## src/rtl/seq_pkg.sv

```systemverilog
// Shared definitions for the program sequencer.
//  seq_state_t : LAUNCH (one bubble per program launch), RUN, DONE (terminal)
//  PC_W_DEF    : default PC / instruction-address width
//  NPROG_MAX   : largest supported program count
//  START       : default start-address table, one entry per program slot
package seq_pkg;

  localparam int unsigned PC_W_DEF  = 10;
  localparam int unsigned NPROG_MAX = 4;

  typedef enum logic [1:0] {
    S_LAUNCH = 2'd0,
    S_RUN    = 2'd1,
    S_DONE   = 2'd2
  } seq_state_t;

  localparam logic [PC_W_DEF-1:0] START [NPROG_MAX] = '{10'd0, 10'd256, 10'd512, 10'd768};

endpackage

```

## src/rtl/prog_sequencer.sv

```systemverilog
// Program-flow front end: launches NPROG programs back to back, generates
// the PC every cycle and applies datapath stalls and branches.
// Ports:
//  clk        in   rising-edge clock
//  reset      in   asynchronous, active-low
//  stall      in   hold pc/state this cycle (cycle_ct still counts)
//  halt       in   halt decoded at current pc
//  br_take    in   branch taken this cycle
//  br_rel     in   1: pc + sext(br_off), 0: absolute br_tgt
//  br_off     in   signed 8-bit relative offset
//  br_tgt     in   absolute branch target
//  pc         out  instruction address
//  prog_id    out  current program index
//  prog_start out  one-cycle pulse at each launch
//  run        out  core enable, high only in RUN
//  cycle_ct   out  saturating cycles spent in current program
//  overrun    out  sticky: sequential fetch ran off the top of the address space
//  done       out  all programs finished, held until reset
import seq_pkg::*;

module prog_sequencer #(
  parameter int unsigned       PC_W   = PC_W_DEF,
  parameter int unsigned       NPROG  = 3,
  parameter logic [PC_W-1:0]   START0 = PC_W'(START[0]),
  parameter logic [PC_W-1:0]   START1 = PC_W'(START[1]),
  parameter logic [PC_W-1:0]   START2 = PC_W'(START[2]),
  parameter logic [PC_W-1:0]   START3 = PC_W'(START[3]),
  parameter int unsigned       CT_W   = 16
) (
  input  logic            clk,
  input  logic            reset,
  input  logic            stall,
  input  logic            halt,
  input  logic            br_take,
  input  logic            br_rel,
  input  logic [7:0]      br_off,
  input  logic [PC_W-1:0] br_tgt,
  output logic [PC_W-1:0] pc,
  output logic [1:0]      prog_id,
  output logic            prog_start,
  output logic            run,
  output logic [CT_W-1:0] cycle_ct,
  output logic            overrun,
  output logic            done
);

  seq_state_t      state;
  logic [PC_W-1:0] start_tbl [NPROG_MAX];
  logic [PC_W-1:0] br_dest;
  logic [1:0]      next_id;

  always_comb begin
    start_tbl[0] = START0;
    start_tbl[1] = START1;
    start_tbl[2] = START2;
    start_tbl[3] = START3;
  end

  always_comb begin
    next_id = prog_id + 2'd1;
    br_dest = br_rel ? (pc + {{(PC_W-8){br_off[7]}}, br_off}) : br_tgt;
  end

  // run/done are pure decodes of the state register, so they stay glitch-free
  // and carry no path from the inputs.
  always_comb begin
    run  = (state == S_RUN);
    done = (state == S_DONE);
  end

  always_ff @(posedge clk or negedge reset) begin
    if (!reset) begin
      state      <= S_LAUNCH;
      pc         <= START0;
      prog_id    <= '0;
      cycle_ct   <= '0;
      prog_start <= 1'b0;
      overrun    <= 1'b0;
    end else begin
      case (state)
        S_LAUNCH: begin
          prog_start <= 1'b1;
          pc         <= start_tbl[prog_id];
          cycle_ct   <= '0;
          state      <= S_RUN;
        end
        S_RUN: begin
          prog_start <= 1'b0;
          if (cycle_ct != '1) cycle_ct <= cycle_ct + CT_W'(1);
          if (stall) begin
            // frozen; halt and branch wait for the first unstalled edge
          end else if (halt) begin
            if (prog_id == 2'(NPROG - 1)) begin
              state <= S_DONE;
            end else begin
              prog_id <= next_id;
              pc      <= start_tbl[next_id];
              state   <= S_LAUNCH;
            end
          end else if (br_take) begin
            pc <= br_dest;
          end else if (pc == '1) begin
            // no wrap to 0: stop the series with pc parked at the top address
            overrun <= 1'b1;
            state   <= S_DONE;
          end else begin
            pc <= pc + PC_W'(1);
          end
        end
        S_DONE: begin
          prog_start <= 1'b0;
        end
        default: begin
          prog_start <= 1'b0;
          state      <= S_DONE;
        end
      endcase
    end
  end

endmodule
```

## config.mk

```make
export PLATFORM = sky130hd
export DESIGN_NAME = prog_sequencer
export DESIGN_NICKNAME = d
export VERILOG_FILES = /design/src/rtl/seq_pkg.sv /design/src/rtl/prog_sequencer.sv
export SDC_FILE = /design/constraint.sdc
export NUM_CORES = 1
export LEC_CHECK = 0
export CORE_MARGIN = 1.5
export CORE_UTILIZATION = 40
export DETAILED_ROUTE_END_ITERATION = 16
export PLACE_DENSITY = 0.77
export REMOVE_ABC_BUFFERS = 1
export SYNTH_ARGS = -nofsm -noshare
export SYNTH_HDL_FRONTEND = slang
export SYNTH_SLANG_ARGS = --single-unit
```

## constraint.sdc

```tcl
create_clock -name clk -period 3.55 [get_ports clk]
set_clock_uncertainty 0.15 [all_clocks]
set_input_delay 0.355 -clock clk [delete_from_list [all_inputs] [get_ports clk]]
set_output_delay 0.355 -clock clk [all_outputs]
set_load 0.02 [all_outputs]
```

# Word-level counts from Yosys, hierarchy flattened
# Index checks and enable logic that the tools add are counted.
# totals
latchBits,0
register_bits,32
mem_bits_rw,0
mem_count,0
word_cells,59
romBits,0
# op_classes
shift,0
n_lt_le_gt_ge,2
n_reduce_logical,7
bitwise_logic,7
addsub,4
n_eq_ne,11
muxes,22
multipliers,0
div,0
# ops
op,n
10-bit two-way mux,10
10-bit binary-select mux with 2-bit select,2
16-bit one-hot mux with 2 select lines,1
10-bit one-hot mux with 2 select lines,1
"16-bit by 1-bit adder with 16-bit output, second input constant",1
16-bit two-way mux,1
"16-bit inequality test, second input constant",1
4-bit AND reduction,3
"10-bit by 1-bit adder with 10-bit output, second input constant",1
10-bit adder,1
"10-bit == test, second input constant",1
2-bit two-way mux,5
"3-bit greater-or-equal comparator, second input constant",2
"3-bit inequality test, second input constant",2
2-bit inverter with 3-bit output,2
2-bit one-hot mux with 3 select lines,1
1-bit inverter,5
5-bit AND reduction,1
"2-bit == test, second input constant",2
"4-bit inequality test, second input constant",1
"3-bit by 2-bit inequality test with 1-bit output, second input constant",1
"2-bit by 1-bit adder with 2-bit output, second input constant",1
"2-bit by 1-bit == test with 1-bit output, second input constant",1
2-bit logical NOT,1
5 further kinds,5

# Logic depth before layout (Yosys ltp)
# Gate-level depths: netlist (run 1).
# depth
ltp_word,9
ltp_mapped,8
mapped_depth_nobuf,8

# Worst setup path after synthesis (run 1)
# No wires, ideal clock.
# synth_path
kind,register -> register
start,register pc[0]
end,register pc[8]
stages_incl_launch_ff,9
setup_slack_ps,1207
synth_period_minus_slack_ps,2343
arrival_ps,2122
setup_ps,71
path_cell_list,dfrtp_1 > ha_1 > inv_1 > fa_1 > nor2b_1 > o2111a_1 > o31a_1 > or4_1 > nand4_1
# synth_via
elab_chain_len,6
word_cells_on_any_way,11
# synth_lines
element,line,source
"start, declared",prog_sequencer.sv:38,"output logic [PC_W-1:0] pc,"
"start signal, assigned",prog_sequencer.sv:83,pc <= start_tbl[prog_id];
"start signal, assigned",prog_sequencer.sv:97,pc <= start_tbl[next_id];
"start signal, assigned",prog_sequencer.sv:101,pc <= br_dest;
10-bit by 1-bit adder with 10-bit output / 10-bit adder (equally long branches),"prog_sequencer.sv:107, prog_sequencer.sv:61",
10-bit two-way mux (on tied branches),"prog_sequencer.sv:102, prog_sequencer.sv:61",
10-bit two-way mux,prog_sequencer.sv:100,end else if (br_take) begin
10-bit two-way mux,prog_sequencer.sv:92,end else if (halt) begin
10-bit two-way mux,prog_sequencer.sv:90,if (stall) begin
10-bit one-hot mux with 2 select lines,prog_sequencer.sv:80,case (state)
# Several ways; a longest one is shown, not always the timed one. The select of a mux whose other input is x is not followed.
# A chain may end at the register's enable or synchronous reset.

# Worst setup path after layout (run 1)
# layout_path
start,input port halt
end,register pc[5]
# layout_via
elab_chain_len,3
word_cells_on_any_way,6
# layout_lines
element,line,source
"start, declared",prog_sequencer.sv:33,"input logic halt,"
10-bit two-way mux,prog_sequencer.sv:92,
10-bit two-way mux,prog_sequencer.sv:90,
10-bit one-hot mux with 2 select lines,prog_sequencer.sv:80,
# Several ways; a longest one is shown, not always the timed one. The select of a mux whose other input is x is not followed.

==> results of run 1 <==
[synthesized netlist by cell type (all sizes together) (3+ instances only)]
library cell,instances
a211oi,4
a22o,4
or3,4
a21o,5
mux2,8
nor2b,9
inv,9
nor3,6
o211ai,5
ha,13
nand3,13
xor2,9
clkbuf,7
nand4,10
or4,5
and4,5
a21oi,15
nor2,33
o21ai,21
dfrtp,32
buf,6
xnor2,3
a31oi,8
nand2,19
nand2b,3
[layout make-up]
| type | count | area [µm²] |
|---|---|---|
| inverters | 9 | 33.78 |
| clock buffers | 6 | 72.57 |
| repair buffers | 59 | 580.6 |
| fillers | 558 | 2746 |
| multi-input cells | 234 | 1558 |
| flip-flops and latches | 32 | 800.8 |
| well taps | 75 | 93.84 |
| clock inverters | 2 | 35.03 |
[registers in the layout (all words and copies together) (netlist names)]
name and cells:
cycle_ct 16, pc 10, prog_id 2, state 2
overrun 1, prog_start 1
[kinds of logic after synthesis]
logic type               Yosys count  share of synthesized area
AND/OR/NAND/NOR                  118                     0.2579
XOR/XNOR                          12                    0.04273
multiplexers                       9                    0.04069
AO/OA/AOI/OAI                     81                     0.2177
flip-flops                        32                     0.3255
buffers and inverters             22                    0.04120
adder cells (fa/ha/maj)           14                    0.07426
[power breakdown]
part	total [W]	switching (W)	leakage, nW	internal, W
sequential	0.000524	0.0000949	0.431	0.000429
combinational	0.000791	0.000451	0.842	0.000341
clock	0.000344	0.000136	0.0552	0.000208
total	0.00166	0.000681	1.33	0.000978
[per-stage QoR]
step	worst slack (ns)	hold WS [ns]	utilization	power (W)
2_1_floorplan	1.207	-0.09059	-	0.0009952
4_1_cts	0.9068	0.3182	0.5361	0.001665
5_1_grt	0.7850	0.3401	0.5361	0.001776
6_report	0.8902	0.3126	0.5361	0.001659
3_5_place_dp	0.6070	0.3255	0.5180	0.001314
3_3_place_gp	0.7101	0.3214	0.5180	0.001301
[worst register-to-register path: cells and delay by family (launching register included)]
kind            cells  cell delay (ns)
simple gates        3             0.63
compound gates      2             0.61
flops               1             0.45
fa+ha+maj           2             0.44
buf+inv             1             0.07
[metal layers]
layer | vias to the layer above | track usage
met5 | - | 0
met4 | 0 | 0.03103
met3 | 2 | 0.05333
met2 | 65 | 0.3504
met1 | 1181 | 0.2622
li1 | 1187 | -
[worst max path at each step]
stage	from	endpoint	cells past startpoint
after floorplan	pc[0]	pc[8]	8
after global placement	halt	pc[5]	6
after detailed placement	halt	pc[5]	6
after CTS	halt	pc[5]	6
after global routing	halt	pc[5]	6
final	halt	pc[5]	6
==> impl_results.md, run 1 <==
- Status: finished clean
- Placed cell area: 3067 µm²
- Setup bufs post-CTS: 0
- Worst slew pin tran: 0.6126 ns
- Vias in the first global route: 2276
- Nets: 379
- Area of the mapped netlist: around 2500 µm²
- Worst vdd ir: slightly below 0.3 mV
- Worst-path clk slew: 0.07 ns
- WL per Instance: around 15 µm
- RSZ-0062 raised after global routing: false
- CTS root buffer: clkbuf_8
- Worst R2R End: pc[8]
- Most common cell after layout, fill and taps aside: clkdlybuf4s50_1
- Slew margin rel.: 0.5901
- Clk buf depth: 2
- Mapped Avg Cell Area: 8.541 µm²
- Pleak: 1.328 nW
- Startpoint Class: primary input
- Yosys warnings: 0
- Worst r2r src: pc[0]
- Initial Util: 0.4155
- Count of cell types in the netlist: 54
- CTS buffer count: 5
- Post-synth EDFFs: 0
- Mapped Cells: between 200 and 300
- Highest Signal Layer: met4
- Clock Sinks: 32
- Buffers & Inverters on Critical Path: 1
- Worst path slowest cell: or4b_1
- Final Hold Viols: 0
- Shortest period the worst path allows: 2.660 ns
- Worst Hold Class: primary input to async pin
- HPWL Detailed: approximately 4700 µm
- R2R setup slack: 1.13 ns
- Met2 WL post-DR: 3195 µm
- Via count: 2435
- First-pass GRT wire length: 10540 µm
- Crit Path Max Fanout: 14
- Most frequent cells in the layout: 55 x clkdlybuf4s50_1, 33 x nor2_1, 32 x dfrtp_1
- Io pins: 56
- Die Ht: 81.42 µm
- Top_reg_cell synth: dfrtp_1
- Synth area leader: dfrtp_1
- Ant diodes: 0
- Clk_lat worst skew: 0.28 ns
- Worst path max stage delay: 0.74 ns
- Cell Rows: 28
- Layout cells sized above 1: 0.06433
- Routed WL: about 6300 µm
- Crit path kind: primary input to flop
- Synthesized flop and latch total: 32
- Final Cell Area: around 3200 µm²
- Largest cells by area after synthesis: dfrtp_1 33%, ha_1 6.6%, nor2_1 5.0%
- Cell total after placement: slightly above 400
- Via/cell ratio: 5.839
- Tot GR Track Use: 0.2043
- Area delta synth->final: 29.04%
- CP top delay family: simple AND/OR/NAND/NOR gates
- Largest net degree at the start of global routing: 33
- Asr flop ratio synth: 1.000
- Initial antenna violation count: 0
- Worst r2r path cells: 8
- Seq/Total Area, Yosys: 0.3255
- Crit end category: flop
- Final std cells w/o fill: 417
- Final-report max-slew violation count: 0
- Final period util: 0.7492
- Pre-antenna DRT Iters: 4
- Core area: slightly below 6000 µm²
- H-tree levels: 2
- CTS Hold Buffers Added: 0
- DIE AREA: around 6600 µm²
- Iteration-0 DRC Markers: 151
- Die width: 81.42 µm
- Setup violators final: 0
- Power Dens Cells: 522.7 nW/µm²
- Crit path cell chain: clkdlybuf4s50_1 -> or4b_1 -> nor4_4 -> nand2b_2 -> a21oi_1 -> a2111oi_2
- DRC: 0
- Post-CTS sizing: 0
- Grt total ovfl: 0
- Detail Route Antenna Nets: 0
- Setup_tns: 0 ns
- WL met3: 304 µm
- Worst endpoint required time: 3.57 ns
- IO Port Bufs: between 50 and 60
- Gp weighted congestion: 0.8816
- Fmax: 376.0 MHz
- Crit path DAT: 2.68 ns
- TritonCTS clock tree: built
- Top-area cell type share of the netlist area: 0.3255
- Max Cap Viol: 0
- Met1 WL: 2767 µm
(Power assumes the default switching activity.)
==> run 2: changes to the inputs <==
--- a/config.mk
+++ b/config.mk
@@ -8,7 +8,7 @@
 export CORE_MARGIN = 1.5
 export CORE_UTILIZATION = 40
 export DETAILED_ROUTE_END_ITERATION = 16
-export PLACE_DENSITY = 0.77
+export PLACE_DENSITY = 0.8
 export REMOVE_ABC_BUFFERS = 1
 export SYNTH_ARGS = -nofsm -noshare
 export SYNTH_HDL_FRONTEND = slang
==> constraint.sdc (replaced) <==
create_clock -name clk -period 2.35 [get_ports clk]
set_clock_uncertainty 0.15 [all_clocks]
set_input_delay 0.235 -clock clk [delete_from_list [all_inputs] [get_ports clk]]
set_output_delay 0.235 -clock clk [all_outputs]
set_load 0.02 [all_outputs]
==> run 2 against run 1 <==
Against the previous run: utilization is 3.4 points higher; hold slack got worse by 0.11 ns; critical endpoint is now pc[8]; cell count increased by 6.0%; die area unchanged; via count is 4.1% higher; first-iteration DRC count grew 55%; cell area up 6.3%; critical path type is now flop to flop; register-to-register slack lost 1.1 ns.
==> impl_results.md, run 2 (synthesis results as in run 1) <==
- Clock Sinks: 32 (unchanged)
- Layout cells sized above 1: 0.1390 (+0.07464)
- Vias in the first global route: 2492 (+9.5%)
- Routed WL: 6908 µm (+10%)
- Hold_ws: 0.2023 ns (-0.1103 ns)
- TritonCTS clock tree: built
- CP top delay family: simple AND/OR/NAND/NOR gates
- Via count: 2534 (+4.1%)
- Max Cap Viol: 0 (unchanged)
- Worst r2r path cells: 8 (unchanged)
- HPWL Detailed: 5187 µm (+9.3%)
- Final-report max-slew violation count: 0 (unchanged)
- Gp weighted congestion: 0.9374 (+6.3%)
- Initial Util: 0.4155 (unchanged)
- Worst-path clk slew: 0.07 ns (about the same)
- Worst path slowest cell: or4_1
- Shortest period the worst path allows: ~2.3 ns
- Via/cell ratio: 5.733 (-1.8%)
- Area delta synth->final: 37.18%
- Io pins: 56 (unchanged)
- Clk buf depth: 2 (unchanged)
- Crit path kind: flop to flop
- Crit end category: flop
- Worst vdd ir: 0.4916 mV (+68%)
- CTS buffer count: 5 (unchanged)
- Tot GR Track Use: 0.2225 (+0.01817)
- Largest net degree at the start of global routing: 33 (unchanged)
- Most frequent cells in the layout: 54 x clkdlybuf4s50_1, 32 x nor2_1, 32 x dfrtp_1
- WL per Instance: 15.63 µm (+3.8%)
- CTS root buffer: clkbuf_8
- Worst Hold Class: primary input to async pin
- IO Port Bufs: 55 (unchanged)
- Top reg by flops: cycle_ct
- R2R setup slack: 0.02 ns (-1.11 ns)
- Die width: 81.42 µm (unchanged)
- Startpoint Class: flop
- Worst endpoint required time: 2.42 ns (-1.15 ns)
- CTS Hold Buffers Added: 0 (unchanged)
- Core area: 5921 µm² (unchanged)
- Largest registers: cycle_ct x16, pc x10
- H-tree levels: 2 (unchanged)
- Pleak: 1.461 nW (+10%)
- RSZ-0062 raised after global routing: true
- Slew margin rel.: 0.5541 (-0.03600)
- Clk_lat worst skew: 0.29 ns (about the same)
- Filler cells: 524 (-6.1%)
- Worst r2r src: pc[0]
- Nets: 404 (+6.6%)
- Most common cell after layout, fill and taps aside: clkdlybuf4s50_1
- Detail Route Antenna Nets: 0 (unchanged)
- Die Ht: 81.42 µm (unchanged)
- Pre-antenna DRT Iters: 5 (+1)
- Power Dens Cells: 802.1 nW/µm² (+53%)
- Crit path DAT: 2.40 ns (-0.28 ns)
- Initial antenna violation count: 0 (unchanged)
- Area of the multi-input gates: 1568 µm² (+0.64%)
- Grt total ovfl: 0 (unchanged)
- Iteration-0 DRC Markers: 234 (+55%)
- DIE AREA: 6629 µm² (unchanged)
- First-pass GRT wire length: 11520 µm (+9.2%)
- Status: finished clean
- Final Hold Viols: 0 (unchanged)
- Register Area: 800.8 µm² (unchanged)
- Core Util, Final: 0.5699 (+0.03381)
- Buffers & Inverters on Critical Path: 1 (unchanged)
- Crit path cell chain: ha_1 -> inv_1 -> fa_2 -> nor2b_1 -> o2111a_2 -> o31a_1 -> or4_1 -> nand4_1
- Worst R2R End: pc[8]
- DRC: 0 (unchanged)
- Worst slew pin tran: 0.6664 ns (+0.05379 ns)
- Cell Rows: 28 (unchanged)
- Max FFs per register: 16 (unchanged)
- Final period util: 0.9910
- Setup violators final: 0 (unchanged)
- Crit Path Max Fanout: 3 (-11)
- Ant diodes: 0 (unchanged)
- Worst path max stage delay: 0.47 ns (-0.27 ns)
- Fmax: 429.4 MHz
-- run 2: how the worst max path moves through the flow --
stage | from | slack (ns) | depth (start not counted) | endpoint
final | pc[0] | 0.02 | 8 | pc[8]
after global routing | pc[0] | -0.06 | 8 | pc[8]
after CTS | pc[0] | 0.02 | 8 | pc[8]
after detailed placement | br_off[0] | -0.26 | 9 | pc[8]
after global placement | br_off[0] | -0.18 | 9 | pc[8]
after floorplan | pc[0] | 0.007 | 8 | pc[8]
-- run 2: cell type report --
cell class / instances / area share
Tap cell: 75 / 0.02781
Timing Repair Buffer: 84 / 0.2284
Multi-Input combinational cell: 234 / 0.4646
Inverter: 9 / 0.01001
Sequential cell: 32 / 0.2373
Clock inverter: 2 / 0.01038
Clock buffer: 6 / 0.02151
-- run 2: metal layers --
metal / part of all wire / global-route usage
met5: 0 / 0
met4: 0.011 / 0.05172
met3: 0.063 / 0.04889
met1: 0.43 / 0.2860
met2: 0.50 / 0.3793
-- run 2: stage by stage --
| stage | setup TNS, ns | power, W | std cells | worst slack (ns) | area [µm²] |
|---|---|---|---|---|---|
| floorplan | 0 | 0.001503 | 275 | 0.006962 | 2392 |
| global placement | -0.3117 | 0.002093 | 433 | -0.1817 | 3247 |
| detailed placement | -0.6046 | 0.002138 | 433 | -0.2565 | 3247 |
| CTS | 0 | 0.002679 | 441 | 0.01647 | 3354 |
| global route | -0.06974 | 0.002873 | 442 | -0.06145 | 3374 |
| finish | 0 | 0.002707 | 442 | 0.02121 | 3374 |
-- run 2: report_power, final --
| part | internal (W) | switching, W |
|---|---|---|
| Clock | 0.000315 | 0.000216 |
| Combinational | 0.000648 | 0.000766 |
| Sequential | 0.000648 | 0.000113 |
| Total | 0.00161 | 0.00110 |
-- run 2: repair_timing --
item                                    4_1_cts  5_1_grt
setup buffers                                 0        1
resized for setup                             0        5
endpoints found under the setup margin        0        5
